$ cat src/rtl/spi_pkg.sv
// Shared types and constants for the SPI slave front end.
// Optional macro SPI_FRAME_ERR_EN adds frame error checking.
package spi_pkg;

  typedef enum logic [2:0] {
    IDLE,
    CHK_CMD,
    WRITE,
    READ_ADD,
    READ_DATA
  } spi_state_e;

  localparam logic [1:0] OP_WR_ADDR = 2'b00;
  localparam logic [1:0] OP_WR_DATA = 2'b01;
  localparam logic [1:0] OP_RD_ADDR = 2'b10;
  localparam logic [1:0] OP_RD_DATA = 2'b11;

  localparam int FRAME_W = 10;

  // bit 8 a completed frame must carry for its chosen path
  function automatic logic bit8_ok(
    spi_state_e s,
    logic       b8
  );
    logic ok;
    ok = 1'b1;
    if (s == READ_ADD) ok = (b8 == OP_RD_ADDR[0]);
    if (s == READ_DATA) ok = (b8 == OP_RD_DATA[0]);
    return ok;
  endfunction

endpackage

$ cat src/rtl/spi_tx_shifter.sv
// MSB-first serializer for RAM read data onto MISO.
// Default build only; no optional feature here.
module spi_tx_shifter #(
  parameter int DATA_WIDTH = 8
) (
  input  logic                  CLK,
  input  logic                  rst_n,
  input  logic                  load,
  input  logic                  clear,
  input  logic [DATA_WIDTH-1:0] data,
  output logic                  miso,
  output logic                  busy
);

  localparam int CW = $clog2(DATA_WIDTH);

  logic [DATA_WIDTH-1:0] buf_q;
  logic [CW-1:0]         left;

  always_ff @(posedge CLK or negedge rst_n) begin
    if (!rst_n) begin
      miso  <= 1'b0;
      busy  <= 1'b0;
      buf_q <= '0;
      left  <= '0;
    end else if (clear) begin
      miso  <= 1'b0;
      busy  <= 1'b0;
      buf_q <= '0;
      left  <= '0;
    end else if (load) begin
      miso  <= data[DATA_WIDTH-1];
      busy  <= 1'b1;
      buf_q <= {data[DATA_WIDTH-2:0], 1'b0};
      left  <= CW'(DATA_WIDTH - 1);
    end else if (left != '0) begin
      miso  <= buf_q[DATA_WIDTH-1];
      buf_q <= {buf_q[DATA_WIDTH-2:0], 1'b0};
      left  <= left - CW'(1);
    end else begin
      miso <= 1'b0;
      busy <= 1'b0;
    end
  end

endmodule

$ cat src/rtl/spi_slave_ctrl.sv
// SPI slave: MOSI frames to RAM command words, read data to MISO.
// Define SPI_FRAME_ERR_EN to add the frame_err pulse output.
module spi_slave_ctrl
  import spi_pkg::*;
#(
  parameter int ADDR_SIZE   = FRAME_W - 2,
  parameter int FRAME_WIDTH = ADDR_SIZE + 2,
  parameter int DATA_WIDTH  = 8
) (
  input  logic                   CLK,
  input  logic                   rst_n,
  input  logic                   SS_n,
  input  logic                   MOSI,
  output logic                   MISO,
  output logic [FRAME_WIDTH-1:0] rx_data,
  output logic                   rx_valid,
  input  logic [DATA_WIDTH-1:0]  tx_data,
  input  logic                   tx_valid
`ifdef SPI_FRAME_ERR_EN
  ,
  output logic                   frame_err
`endif
);

  localparam int CW = $clog2(FRAME_WIDTH + 1);
  localparam logic [CW-1:0] CNT_FULL = CW'(FRAME_WIDTH);

  spi_state_e state, state_nxt;

  logic [CW-1:0]          cnt;
  logic [FRAME_WIDTH-2:0] sr;
  logic                   rd_addr_seen;
  logic                   tx_used;
  logic                   tx_busy;
  logic                   full;
  logic                   shift;
  logic                   done;
  logic                   load;
  logic                   abort;

  assign full = (cnt == CNT_FULL);

  always_ff @(posedge CLK or negedge rst_n) begin
    if (!rst_n) state <= IDLE;
    else        state <= state_nxt;
  end

  always_comb begin
    state_nxt = state;
    shift     = 1'b0;
    done      = 1'b0;
    load      = 1'b0;
    abort     = 1'b0;
    unique case (state)
      IDLE: begin
        if (!SS_n) state_nxt = CHK_CMD;
      end
      CHK_CMD: begin
        if (SS_n) begin
          state_nxt = IDLE;
          abort     = 1'b1;
        end else begin
          shift = 1'b1;
          if (!MOSI)             state_nxt = WRITE;
          else if (!rd_addr_seen) state_nxt = READ_ADD;
          else                    state_nxt = READ_DATA;
        end
      end
      WRITE, READ_ADD, READ_DATA: begin
        if (SS_n) begin
          state_nxt = IDLE;
          abort     = 1'b1;
        end else if (!full) begin
          shift = 1'b1;
          done  = (cnt == CNT_FULL - CW'(1));
        end else if (state == READ_DATA) begin
          load = tx_valid && !tx_used && !tx_busy;
        end
      end
      default: state_nxt = IDLE;
    endcase
  end

  always_ff @(posedge CLK or negedge rst_n) begin
    if (!rst_n) begin
      cnt          <= '0;
      sr           <= '0;
      rx_data      <= '0;
      rx_valid     <= 1'b0;
      rd_addr_seen <= 1'b0;
      tx_used      <= 1'b0;
    end else begin
      rx_valid <= done;
      if (state == IDLE || abort) begin
        cnt     <= '0;
        tx_used <= 1'b0;
      end else if (shift) begin
        cnt <= cnt + CW'(1);
        sr  <= {sr[FRAME_WIDTH-3:0], MOSI};
      end
      if (load) tx_used <= 1'b1;
      if (done) begin
        rx_data <= {sr, MOSI};
        if (state == READ_ADD)  rd_addr_seen <= 1'b1;
        if (state == READ_DATA) rd_addr_seen <= 1'b0;
      end
    end
  end

  spi_tx_shifter #(
    .DATA_WIDTH(DATA_WIDTH)
  ) u_tx (
    .CLK  (CLK),
    .rst_n(rst_n),
    .load (load),
    .clear(abort),
    .data (tx_data),
    .miso (MISO),
    .busy (tx_busy)
  );

`ifdef SPI_FRAME_ERR_EN
  logic err_abort;
  logic err_b8;

  assign err_abort = abort &&
    ((state != CHK_CMD && !full) || tx_busy);
  assign err_b8 = done &&
    !bit8_ok(state, sr[FRAME_WIDTH-3]);

  always_ff @(posedge CLK or negedge rst_n) begin
    if (!rst_n) frame_err <= 1'b0;
    else        frame_err <= err_abort || err_b8;
  end
`endif

endmodule
$ cat config.mk
export PLATFORM = sky130hd
export DESIGN_NAME = spi_slave_ctrl
export DESIGN_NICKNAME = d
export VERILOG_FILES = /design/src/rtl/spi_pkg.sv /design/src/rtl/spi_tx_shifter.sv /design/src/rtl/spi_slave_ctrl.sv
export SDC_FILE = /design/constraint.sdc
export NUM_CORES = 1
export LEC_CHECK = 0
export ABC_AREA = 0
export BUFFER_PORTS_ARGS = -buffer_cell sky130_fd_sc_hd__buf_2
export CAP_MARGIN = 20
export CORE_MARGIN = 10
export CORE_UTILIZATION = 41
export CTS_BUF_LIST = sky130_fd_sc_hd__clkbuf_2
export DETAILED_ROUTE_END_ITERATION = 12
export PLACE_DENSITY = 0.59
export SLEW_MARGIN = 20
export SYNTH_ARGS = -nofsm -noshare
export SYNTH_HDL_FRONTEND = slang
export SYNTH_SLANG_ARGS = --single-unit
$ cat constraint.sdc
create_clock -name CLK -period 5.25 [get_ports CLK]
set_input_delay 1.575 -clock CLK [delete_from_list [all_inputs] [get_ports CLK]]
set_output_delay 1.575 -clock CLK [all_outputs]
set_load 0.02 [all_outputs]
==> Yosys cells after proc, flatten, opt, wreduce, memory -nomap -nowiden <==
Index checks and enable logic that the tools add are counted.
{ "word_totals": {"output_inout_bits": 12, "input_bits": 13, "ff_bits": 42} }
{ "op_classes": {"n_reduce_logical": 16, "eq_ne": 9, "n_bitwise": 1, "add_sub_neg": 2, "n_mux": 37} }
{ "op_table": {"columns": ["operator", "count"], "rows": [
  ["$mux 3", 8],
  ["$mux 8", 3],
  ["$mux 1", 22],
  ["$pmux 3 s3", 1],
  ["$eq 4x4->1 const B", 2],
  ["$mux 4", 2],
  ["$eq 3x2->1 const B", 2],
  ["$reduce_and 2->1", 3],
  ["$reduce_bool 2->1", 3],
  ["$reduce_bool 3->1", 2],
  ["$add 4x1->4 const B", 1],
  ["$ne 2x2->1 const B", 2],
  ["$reduce_or 4->1", 1],
  ["$eq 3x1->1 const B", 1],
  ["$eq 3x3->1 const B", 1],
  ["$logic_not 3->1", 1],
  ["$ne 3x3->1 const B", 1],
  ["$reduce_or 3->1", 1],
  ["$sub 3x1->3 const B", 1],
  ["$logic_and 1x1->1", 2],
  ["$logic_not 1->1", 2],
  ["$pmux 1 s2", 1],
  ["$logic_or 1x1->1", 1],
  ["$not 1->1", 1]
]} }

==> Depth between registers and ports, before layout <==
{ "logic_depth": {"ltp_word": 9, "depth_mapped": 8} }

==> By module <==
A second synthesis with hierarchy kept.
{ "hier_totals": {"hier_cells": 162, "hier_area_um2": 2023.2} }
{ "modules_own_cells": {"columns": ["mod", "seq_area_each_um2", "area_each_um2", "n_inst", "cells_each"], "rows": [
  ["spi_slave_ctrl", 725.7, 1423.9, 1, 108],
  ["spi_tx_shifter", 300.3, 599.3, 1, 54]
]} }

==> Worst setup path after synthesis <==
OpenSTA, ideal clock, no wires.
{ "synth_path": {"path_kind": "input to register", "start": "input port SS_n", "end": "register rx_data[1]", "setup_time_ps": 125, "arrival_time_ps": 2616, "stages": 6, "setup_slack_ps": 2509, "required_ps": 5125, "path_buffers": 2, "path_cell_list": "clkbuf_1 -> nor2_1 -> nand3_1 -> nor2_1 -> buf_4 -> mux2_2"} }
{ "synth_between": {"elab_chain_len": 2} }
{ "synth_rtl": {"columns": ["item", "line_no", "source"], "rows": [
  ["from (decl)", "spi_slave_ctrl.sv:12", "input logic SS_n,"],
  ["$mux 1", "spi_slave_ctrl.sv:70", "if (SS_n) begin"],
  ["$mux 1", "spi_slave_ctrl.sv:54", "unique case (state)"],
  ["via done", "spi_slave_ctrl.sv:37", "logic done;"],
  ["to (signal assigned)", "spi_slave_ctrl.sv:103", "rx_data <= {sr, MOSI};"],
  ["to (decl)", "spi_slave_ctrl.sv:15", "output logic [FRAME_WIDTH-1:0] rx_data,"]
]} }
The timed path passes the listed nets, and every way through them passes these cells.
A chain may end at the register's enable or synchronous reset.

==> Worst setup path after layout <==
{ "layout_path": {"start": "input port SS_n", "end": "register rx_data[1]"} }
{ "layout_between": {"elab_chain_len": 2} }
{ "layout_rtl": {"columns": ["item", "line_no"], "rows": [
  ["$mux 1", "spi_slave_ctrl.sv:70"],
  ["$mux 1", "spi_slave_ctrl.sv:54"]
]} }
No other way between the ends.

==> results.cfg <==
[outcome]
run_status = finished, final reports clean

[layout]
drive_gt1_share_pct = 30.0
synthToLayoutAreaGrowth_pct = 9.38
n_fill_cell = 430
n_antenna_cell = 0
nNetsFinal = 198
final_cell_mix = dfrtp_1, buf_2, nor2_1, mux2i_1
final_common_cell = dfrtp_1

[route]
vias_per_cell = 5.25
firstDrtPassIters = 4
drtIter0Drc = 123
ant_nets = 0
drc = 0
via_count = 1228
postRouteWirelength_um = 3500
wire_per_inst_um = 15.0

[critical_path]
end_kind = register
critPathArrivalTime_ns = 3.13
path_class = in2reg
path_max_fanout = 11
cp_data_required_time_ns = 5.53
crit_path_start_kind = primary input

[floorplanning]
io_pins = 25
fp.dieArea_sq_um = 7900
start_util_pct = 41.8
die_w_um = 88.9
core.rowCount = 25
core_area_sq_um = 4660
die_y_um = 88.9

[global_routing]
grt-ovfl-total = 0
grt_max_degree = 42
grt_pass1_wl_um = 5880
antenna_found_initial = 0
grt_util_all_layers_pct = 9.59
grt_pass1_vias = 1298

[cts]
cts_tree = yes
cts_buffers = 5
cts-root-buf = clkbuf_2
hold_buffers = 0
clk_pin_slew_ns = 0.17
clock_path_buffers = 2
worstSkewPairLatency_ns = 0.39
clock-sinks = 41
htree_levels = 2
ctsResizeCount = 0
cts_setup_buffers = 0

[synthesis]
syn_area_sq_um = 1950
synth.distinct_cells = 35
yosys-mux-area-fraction_pct = 18.7
ys_ff_latch = 41
synth_top_family_by_area = multiplexers
synth_xor_area_share_pct = 0.450
yosysSeqAreaShare_pct = 52.7
yosysWarnings = 0
avgSynthCellArea_sq_um = 12.2
synth-compound-area-share_pct = 7.26
synth_simple_gate_area_share_pct = 13.2
syn-num-nets = 177
synth_fa_ha_area_share_pct = 3.21
syn_inst = 159

[timing]
hold_violations = 0
hold_slack_ns = 0.497
tns_ns = 0
max_slew_margin_pct = 40.5
worst_pin_slew_ns = 0.889
skew_ns = 0.0231
slew_viol_final = 0
setup_viol = 0
min_period_over_period_pct = 54.3
rsz0062_at_grt = false
final.min_clock_period_ns = 2.85
max_freq_mhz = 351

[run]
maxCapViolations = 0

[place]
place.gp.congestion = 0.707
hpwl_um = 2510
portBuffers = 24

[power_and_ir_drop]
powerDensity_nw_per_um2 = 305
ir_drop_v = 0.000178
p_leak_uw = 0.00120
total_power_uw = 650

[worst_hold_path]
hold_class = reg2reg
## metrics by stage
stage | instances | area (sq um) | util [%] | worst slack, ns
global placement | 227 | 2070 | 44.4 | 2.05
CTS | 234 | 2130 | 45.7 | 2.37
floorplan | 159 | 1950 | - | 2.51
global route | 234 | 2130 | 45.7 | 2.26
detailed placement | 227 | 2070 | 44.4 | 1.93
finish | 234 | 2130 | 45.7 | 2.40
## worst max-delay path, cell delays in order
cell     delay [ns]
buf_2          0.15
nor2_1         0.17
nand3_1        0.10
nor2_1         0.70
mux2_2         0.42
## routing by layer
| layer | vias up | part of all wire, % | global-route usage (%) |
|---|---|---|---|
| li1 | 592 | - | - |
| met1 | 603 | 43 | 10.5 |
| met2 | 28 | 50 | 16.0 |
| met3 | 5 | 6.3 | 3.28 |
| met4 | 0 | 1.1 | 5.14 |
| met5 | - | 0 | 0 |
## power breakdown
group          leakage (uW)  total [uW]  switching, uW  internal, uW
clock             0.0000388         174           96.9          77.5
sequential         0.000551         383           32.0           351
combinational      0.000610        92.7           34.9          57.8
total               0.00120         650            164           487
## Yosys cell counts
cell	count	share of area, %
a2111oi_0	1	0.45
a211oi_1	1	0.39
a21o_1	10	3.9
a21oi_1	3	0.77
a31oi_1	1	0.32
a41oi_1	1	0.45
and4_1	1	0.45
buf_2	4	1.0
buf_4	2	0.77
buf_6	2	1.2
clkbuf_1	2	0.39
dfrtp_1	41	53
ha_1	5	3.2
inv_1	6	1.2
mux2_1	1	0.58
mux2_2	10	5.8
mux2_4	8	6.2
mux2i_1	12	6.2
nand2_1	6	1.2
nand2b_1	1	0.32
nand3_1	2	0.51
nand3b_2	1	0.58
nand4_1	1	0.32
nand4b_1	1	0.45
nor2_1	12	2.3
nor2_2	1	0.32
nor2b_1	4	1.3
nor3_1	10	2.6
nor3_2	1	0.51
nor3b_1	1	0.39
nor3b_2	1	0.64
nor4b_1	3	1.3
o211ai_2	1	0.64
o21a_1	1	0.39
xnor2_1	1	0.45
## final cells by class
cell class	instances	area, sq um	area share, %
Timing Repair Buffer	24	120	5.64
Clock inverter	2	35.0	1.65
Clock buffer	5	25.0	1.18
Tap cell	54	67.6	3.17
Inverter	6	22.5	1.06
Sequential cell	41	1030	48.2
Multi-Input combinational cell	102	833	39.1
## worst paths after layout
| kind | from | to | slack [ns] | depth (start not counted) |
|---|---|---|---|---|
| setup / recovery | SS_n | rx_data[1]$_DFFE_PN0P_ | 2.40 | 5 |
| hold / removal | cnt[3]$_DFFE_PN0P_ | cnt[3]$_DFFE_PN0P_ | 0.50 | 1 |
| setup reg to reg | cnt[0]$_DFFE_PN0P_ | rx_data[1]$_DFFE_PN0P_ | 2.99 | 6 |
| hold reg to reg | cnt[3]$_DFFE_PN0P_ | cnt[3]$_DFFE_PN0P_ | 0.50 | 1 |
| max in group asynchronous | rst_n | cnt[3]$_DFFE_PN0P_ | 3.41 | 1 |
| min in group asynchronous | rst_n | u_tx.left[0]$_DFFE_PN0P_ | 1.28 | 1 |
## sequential cells by signal (all words and copies together), names as in the netlist, 3 cells and up
| register | count |
|---|---|
| sr | 9 |
| u_tx.buf_q | 7 |
| state | 3 |
| rx_data | 10 |
| u_tx.left | 3 |
| cnt | 4 |
## logic make-up after synthesis
group	after synthesis
buffers and inverters	16
adder cells (fa/ha/maj)	5
AO/OA/AOI/OAI	19
XOR/XNOR	1
AND/OR/NAND/NOR	46
multiplexers	31
flip-flops	41
Note: power is estimated with default switching activity, not from simulation.
